==> src/rtl/keypad_pkg.sv <==
// keypad_pkg: shared FSM state type, special key codes and the {col,row} key map
package keypad_pkg;

  typedef enum logic [2:0] {
    ST_IDLE,
    ST_SCAN,
    ST_DEBOUNCE,
    ST_PRESSED,
    ST_RELEASE
  } state_e;

  localparam logic [3:0] KEY_CLEAR   = 4'hF;
  localparam logic [3:0] KEY_CONFIRM = 4'hE;
  localparam logic [3:0] ALL_HIGH    = 4'hF;

  function automatic logic [1:0] low_idx(input logic [3:0] v);
    return v == 4'b0111 ? 2'd0 : v == 4'b1011 ? 2'd1 : v == 4'b1101 ? 2'd2 : 2'd3;
  endfunction

  function automatic logic one_low(input logic [3:0] v);
    return $countones(~v) == 1;
  endfunction

  // Columns 0..2 are the numeric grid plus F/0/E on the bottom row; column 3 is A..D.
  function automatic logic [3:0] key_map(input logic [3:0] c, input logic [3:0] r);
    logic [1:0] ci;
    logic [1:0] ri;
    ci = low_idx(c);
    ri = low_idx(r);
    if (ci == 2'd3) return 4'hA + {2'b00, ri};
    if (ri == 2'd3) return ci == 2'd0 ? KEY_CLEAR : ci == 2'd1 ? 4'h0 : KEY_CONFIRM;
    return {2'b00, ri} * 4'd3 + {2'b00, ci} + 4'd1;
  endfunction

endpackage

==> src/rtl/keypad_tick.sv <==
// keypad_tick: one-clk scan tick every SCAN_DIV cycles while enabled
module keypad_tick #(
  parameter int SCAN_DIV = 100000
) (
  input  logic clk,
  input  logic rst,
  input  logic en,
  output logic tick
);

  localparam int W = SCAN_DIV > 1 ? $clog2(SCAN_DIV) : 1;

  logic [W-1:0] cnt_q, cnt_d;

  assign tick = en && cnt_q == W'(SCAN_DIV - 1);

  // free-running divider, parked at zero while scanning is disabled
  always_comb cnt_d = (!en || tick) ? '0 : cnt_q + 1'b1;

  // divider register
  always_ff @(posedge clk or posedge rst)
    if (rst) cnt_q <= '0;
    else     cnt_q <= cnt_d;

endmodule

==> src/rtl/keypad_scan.sv <==
// keypad_scan: 4x4 active-low keypad scanner with press/release debounce
module keypad_scan
  import keypad_pkg::*;
#(
  parameter int SCAN_DIV   = 100000,
  parameter int DEBOUNCE_N = 16
) (
  input  logic       clk,
  input  logic       rst,
  input  logic       en,
  input  logic [3:0] row,
  output logic [3:0] col,
  output logic       key_valid,
  output logic [3:0] key_code,
  output logic       key_held
);

  localparam int            CW      = $clog2(DEBOUNCE_N + 1);
  localparam logic [CW-1:0] CNT_MAX = CW'(DEBOUNCE_N);

  state_e        state_q, state_d;
  logic [3:0]    sync1_q, sync2_q;
  logic [3:0]    col_q, col_d;
  logic [3:0]    lrow_q, lrow_d;
  logic [3:0]    code_q, code_d;
  logic [CW-1:0] cnt_q, cnt_d, cnt_inc;
  logic          valid_q, valid_d;
  logic          tick, hit, match;

  keypad_tick #(.SCAN_DIV(SCAN_DIV)) u_tick (
    .clk (clk),
    .rst (rst),
    .en  (en),
    .tick(tick)
  );

  assign hit       = sync2_q != ALL_HIGH;
  assign match     = sync2_q == lrow_q && one_low(sync2_q);
  assign cnt_inc   = cnt_q == CNT_MAX ? CNT_MAX : cnt_q + 1'b1;
  assign col       = col_q;
  assign key_valid = valid_q;
  assign key_code  = code_q;
  assign key_held  = state_q == ST_PRESSED || state_q == ST_RELEASE;

  // scan FSM: moves only on tick, except that dropping en forces IDLE at once
  always_comb begin
    state_d = state_q;
    col_d   = col_q;
    lrow_d  = lrow_q;
    cnt_d   = cnt_q;
    code_d  = code_q;
    valid_d = 1'b0;
    if (!en) begin
      state_d = ST_IDLE;
      col_d   = '0;
      cnt_d   = '0;
    end else if (tick) begin
      case (state_q)
        ST_IDLE:
          if (hit) begin
            state_d = ST_SCAN;
            col_d   = 4'b0111;
          end
        ST_SCAN:
          if (hit) begin
            state_d = ST_DEBOUNCE;
            lrow_d  = sync2_q;
            cnt_d   = '0;
          end else if (col_q == 4'b1110) begin
            state_d = ST_IDLE;
            col_d   = '0;
          end else col_d = {1'b1, col_q[3:1]};
        ST_DEBOUNCE:
          if (!match) begin
            state_d = ST_IDLE;
            col_d   = '0;
          end else if (cnt_inc == CNT_MAX) begin
            state_d = ST_PRESSED;
            cnt_d   = cnt_inc;
            valid_d = 1'b1;
            code_d  = key_map(col_q, lrow_q);
          end else cnt_d = cnt_inc;
        ST_PRESSED:
          if (!hit) begin
            state_d = ST_RELEASE;
            cnt_d   = '0;
          end
        ST_RELEASE:
          if (hit) cnt_d = '0;
          else if (cnt_inc == CNT_MAX) begin
            state_d = ST_IDLE;
            col_d   = '0;
            cnt_d   = '0;
          end else cnt_d = cnt_inc;
        default: begin
          state_d = ST_IDLE;
          col_d   = '0;
          cnt_d   = '0;
        end
      endcase
    end
  end

  // row synchronizer idles at all-released so reset never looks like a press
  always_ff @(posedge clk or posedge rst)
    if (rst) begin
      sync1_q <= ALL_HIGH;
      sync2_q <= ALL_HIGH;
    end else begin
      sync1_q <= row;
      sync2_q <= sync1_q;
    end

  // FSM and output registers
  always_ff @(posedge clk or posedge rst)
    if (rst) begin
      state_q <= ST_IDLE;
      col_q   <= '0;
      lrow_q  <= ALL_HIGH;
      cnt_q   <= '0;
      code_q  <= '0;
      valid_q <= 1'b0;
    end else begin
      state_q <= state_d;
      col_q   <= col_d;
      lrow_q  <= lrow_d;
      cnt_q   <= cnt_d;
      code_q  <= code_d;
      valid_q <= valid_d;
    end

endmodule

==> config.mk <==
export PLATFORM = sky130hd
export DESIGN_NAME = keypad_scan
export DESIGN_NICKNAME = d
export VERILOG_FILES = /design/src/rtl/keypad_pkg.sv /design/src/rtl/keypad_tick.sv /design/src/rtl/keypad_scan.sv
export SDC_FILE = /design/constraint.sdc
export NUM_CORES = 1
export LEC_CHECK = 0
export BUFFER_PORTS_ARGS = -buffer_cell sky130_fd_sc_hd__buf_2
export CAP_MARGIN = 20
export CORE_ASPECT_RATIO = 1.2
export CORE_MARGIN = 5
export CORE_UTILIZATION = 35
export CTS_BUF_LIST = sky130_fd_sc_hd__clkbuf_4 sky130_fd_sc_hd__clkbuf_8
export DETAILED_ROUTE_END_ITERATION = 8
export PLACE_DENSITY = 0.59
export SLEW_MARGIN = 20
export SYNTH_ARGS = -nofsm -noshare
export SYNTH_HDL_FRONTEND = slang
export SYNTH_SLANG_ARGS = --single-unit
==> constraint.sdc <==
create_clock -name clk -period 3.6 [get_ports clk]
set_input_delay 0.9 -clock clk [delete_from_list [all_inputs] [get_ports clk]]
set_output_delay 0.9 -clock clk [all_outputs]
set_load 0.02 [all_outputs]
# Word-level counts from Yosys, hierarchy flattened
# Cells that the tools add are included.
op_classes:
  bitwise: 1
  mul: 1
  reduce_logical: 12
  add_sub_neg: 8
  n_mux: 60
  n_eq_ne: 33
ops:
  columns: ["op", "count"]
  rows:
  - ["2-to-1 mux 4 bit", 14]
  - ["2-to-1 mux 5 bit", 8]
  - ["2-to-1 mux 3 bit", 10]
  - ["one-hot mux 5 bit (5 select lines)", 1]
  - ["!= test 3 bit, second input constant", 7]
  - ["== test 4 bit, second input constant", 5]
  - ["2-to-1 mux 1 bit", 20]
  - ["one-hot mux 4 bit (5 select lines)", 1]
  - ["adder 17 x 1 -> 17 bit, second input constant", 1]
  - ["== test 17 bit, second input constant", 1]
  - ["2-to-1 mux 17 bit", 1]
  - ["one-hot mux 3 bit (5 select lines)", 1]
  - ["AND reduction 7 bit", 2]
  - ["!= test 4 bit, second input constant", 3]
  - ["== test 5 bit, second input constant", 2]
  - ["AND reduction 5 bit", 2]
  - ["== test 4 x 3 -> 1 bit, second input constant", 2]
  - ["2-to-1 mux 2 bit", 4]
  - ["== test 3 x 1 -> 1 bit, second input constant", 2]
  - ["== test 3 x 2 -> 1 bit, second input constant", 2]
  - ["adder 5 x 1 -> 5 bit, second input constant", 1]
  - ["adder 1 x 1 -> 2 bit", 2]
  - ["adder 4 x 1 -> 4 bit, second input constant", 1]
  - ["adder 4 x 2 -> 4 bit", 1]
  - ["other kinds (17)", 21]
word_totals:
  ff_bits: 46

# Longest topological paths before layout
logic_depth:
  word_depth: 19
  ltp_mapped: 10
  mapped_depth_nobuf: 9

# Cells and area by module
# From an unflattened synthesis, not the netlist that was laid out.
unflattened:
  hier_cells: 283
  hier_area_um2: 2852.7
modules_own_cells:
  columns: ["module", "cells_each", "area_each_um2", "n_inst"]
  rows:
  - ["keypad_scan", 193, 1964.4, 1]
  - ["keypad_tick", 90, 888.4, 1]

# Worst setup path after synthesis
# Ideal clock, no wire load.
synth_path:
  kind: "reg2reg"
  start: "reg sync2_q[0]"
  end: "reg code_q[0] (netlist: key_code[0])"
  period_less_slack_ns: 2.696
  slack_ns: 0.904
  arrival_ns: 2.571
  required_ns: 3.475
  setup_time_ns: 0.125
  stages_incl_launch_ff: 10
  path_cell_list: "dfstp_2 -> fa_1 -> inv_1 -> ha_1 -> ha_1 -> nor2_1 -> nand4_1 -> or4_1 -> buf_2 -> mux2_4"
synth_between:
  elab_chain_cells: 6
  elab_cells_between_ends: 7
  cone_classes: "add/sub (2); eq/ne (2); bitwise (1); reduce/logical (2)"
synth_rtl:
  columns: ["item", "line_no", "source"]
  rows:
  - ["start: declaration", "keypad_scan.sv:22", "logic [3:0] sync1_q, sync2_q;"]
  - ["start signal: assignment", "keypad_scan.sv:111", "sync2_q <= sync1_q;"]
  - ["inverter 4 bit", "keypad_pkg.sv:21", "return $countones(~v) == 1;"]
  - ["adder 1 x 1 -> 2 bit (not written as such)", "keypad_pkg.sv:21", null]
  - ["adder 2 x 2 -> 3 bit (not written as such)", "keypad_pkg.sv:21", null]
  - ["== test 3 x 1 -> 1 bit", "keypad_pkg.sv:21", null]
  - ["logical AND 1 bit (*)", "keypad_scan.sv:38", "assign match = sync2_q == lrow_q && one_low(sync2_q);"]
  - ["AND reduction 5 bit (no source line) (*)", null, null]
  - ["end signal: assignment", "keypad_scan.sv:128", "code_q <= code_d;"]
  - ["end: declaration", "keypad_scan.sv:25", "logic [3:0] code_q, code_d;"]
# Mark *: on every way between the ends. The rest lies on a longest branch, timed or not.
# A chain may end at the register's enable or synchronous reset.

# Final worst setup path
layout_path:
  start: "reg sync2_q[1]"
  end: "reg code_q[1] (netlist: key_code[1])"
# The elaborated chain is that of the path after synthesis.

==> impl_metrics.toml <==
[timing]
maxClockFrequency_mhz = 345
setup_viol_count_final = 0
worst_slack_ps = 697
rsz0062_at_grt = "false"
finalClockSkew_ps = 11.1
setup_tns_ps = 0
worst_pin_slew_ps = 783
min_period_ps = 2900
maxSlewHeadroom_pct = 47.3
period_share_pct = 80.6
slew_viol_final = 0
hold_violations = 0

[synthesis]
yosys-top-cells-area = "dfrtp_1 31%, dfstp_2 12%, nor2_1 4.7%"
ys_ff_latch = 46
synth_top_area_cell = "dfrtp_1"
synth_top_area_share_pct = 31.2
synth_edf_count = 0
synthArstFlopShare_pct = 100
synthDistinctLibCells = 55
synth_fp_nets = 283
syn_avg_cell_area_um2 = 10.4
syn-instance-count = 263
ys_seq_area_share_pct = 42.8
syn_area_mm2 = 0.00273
ys.flop_type = "dfrtp_1"
ys_warn_count = 0

[floorplanning]
core_area_mm2 = 0.00766
dieArea_mm2 = 0.00967
fp.dieH_um = 107
die_x_um = 90.6
row_count = 35
io-pin-count = 17
start_util_pct = 35.6

[pwr]
leakagePower_nw = 1.33
power_frac_comb_pct = 25.4
netSwitchingPower_uw = 458
power_density_mw_per_mm2 = 433
total_power_mw = 1.31
clkPwrFrac_pct = 26.1
seq_power_share_pct = 48.4
intPower_uw = 848
p_sw_share_pct = 35.1
vdd_ir_drop_max_mv = 0.264

[cts]
cts_buffer_depth = 2
cts_resized = 0
cts_sinks = 46
cts_tree = "yes"
cts_root_buffer = "clkbuf_8"
postCtsHoldBufs = 0
cts_max_level = 2
clk_pin_slew_ps = 100
numCtsBuffers = 5
cts_setup_buffers = 0
insertion_delay_ps = 310

[worst_setup_path]
cp.required_ps = 3800
endpoint_kind = "register"
start_kind = "register"
crit_fanout = 6
path_class = "reg2reg"
critical_path_arrival_ps = 3110

[layout]
syn2layout_area_growth_pct = 10.6
final_nets = 302
fin_area_mm2 = 0.00302
drive_above_1_share_pct = 22.6
n_antenna_cell = 0
layout_common_cells = "34 x nor2_1, 34 x dfrtp_1, 21 x inv_1"

[placement]
place_area_mm2 = 0.00290
gp_congestion = 0.887
post-place-ws_ps = 685
dp_hpwl_um = 3900
port_buffers = 16

[global_routing]
track_usage_pct = 11.5
grt_overflow = 0
grt_pass1_vias = 1993
antenna_found_initial = 0
grt_pass1_wl_um = 9200
grt_max_degree = 47

[routing]
drc = 0
drt_first_iter_violations = 46
drtPass1Iterations = 4
viasPerCell = 5.18
post_drt_wl_per_cell_um = 14.2
ant_nets = 0
wl_um = 5320
via_count = 1944

[run_status]
outcome = "completed"

[run]
maxCapViolCount = 0

[worst_hold_path]
hold_class = "reg2reg"
final timing paths:
check	to	depth (start not counted)	slack (ps)	startpoint
hold reg to reg	sync2_q[3]$_DFF_PP1_	0	360	sync1_q[3]$_DFF_PP1_
hold / removal	sync2_q[3]$_DFF_PP1_	0	360	sync1_q[3]$_DFF_PP1_
setup reg to reg	key_code[1]$_DFFE_PP0P_	8	700	sync2_q[1]$_DFF_PP1_
setup / recovery	key_code[1]$_DFFE_PP0P_	8	700	sync2_q[1]$_DFF_PP1_
max in group asynchronous	lrow_q[1]$_DFFE_PP1P_	3	2470	rst
min in group asynchronous	u_tick.cnt_q[13]$_DFF_PP0_	2	560	rst
cells by family (layout without fill, tap and decap cells):
logic type | count (synthesis) | count (layout) | share of synthesized area [%]
buffers and inverters | 27 | 47 | 3.81
flip-flops | 46 | 46 | 42.8
AO/OA/AOI/OAI | 34 | 34 | 10.2
AND/OR/NAND/NOR | 100 | 100 | 20.7
XOR/XNOR | 26 | 26 | 8.35
adder cells (fa/ha/maj) | 13 | 13 | 6.79
multiplexers | 17 | 17 | 7.43
per-stage QoR:
step	cells	hold WS, ps	utilization (%)
after CTS	374	362	39.1
after global routing	375	364	39.4
final	375	360	39.4
after detailed placement	366	347	37.9
after global placement	366	346	37.9
after floorplan	263	345	-
metal layers:
metal  global-route usage [%]  share of wire, %  vias up
li1                         -                 -      963
met2                     20.0                49       24
met4                     3.94               1.6        0
met5                        0                 0        -
met3                     2.46               3.1        6
met1                     14.0                46      951
synthesized netlist by cell type (all sizes together), types with 3 or more instances:
master and n:
inv 22, dfrtp 34, nand2b 3, nor2 34, ha 10, nor4 4, a21oi 6, nand3 12
fa 3, mux2i 3, clkbuf 3, nand4 9, xor2 13, nand2 11, o22ai 4, o21ai 5
dfstp 12, mux2 14, nor2b 4, xnor2 13, and3 4, a211oi 5
worst max-delay path, stage by stage (launching register included):
cell,delay (ps)
dfstp_2,580
fa_1,410
inv_1,60
ha_1,130
ha_1,220
nor2_1,90
nand4_1,230
or4_1,720
mux2_4,340
area by class of cell:
cell class | count | area [um2]
timing repair buffer | 17 | 100
multi-input combinational | 190 | 1460
clock buffer | 5 | 68.8
tap | 92 | 115
inverter | 22 | 82.6
clock inverter | 3 | 26.3
fill | 760 | 4650
sequential | 46 | 1170
state kept, by name, summed over array words and instances, names as in the netlist:
signal / cells
key_valid: 1
sync2_q: 4
col: 4
key_code: 4
sync1_q: 4
lrow_q: 4
state_q: 3
u_tick.cnt_q: 17
cnt_q: 5
power by group through the flow:
stage	Clock, mW	Combinational, mW	Sequential, mW
6_report	0.341	0.332	0.632
5_1_grt	0.378	0.371	0.641
4_1_cts	0.356	0.334	0.631
3_5_place_dp	0	0.332	0.641
3_3_place_gp	0	0.326	0.643
2_1_floorplan	0	0.261	0.626
No activity file was read; power rests on OpenSTA's default activity.
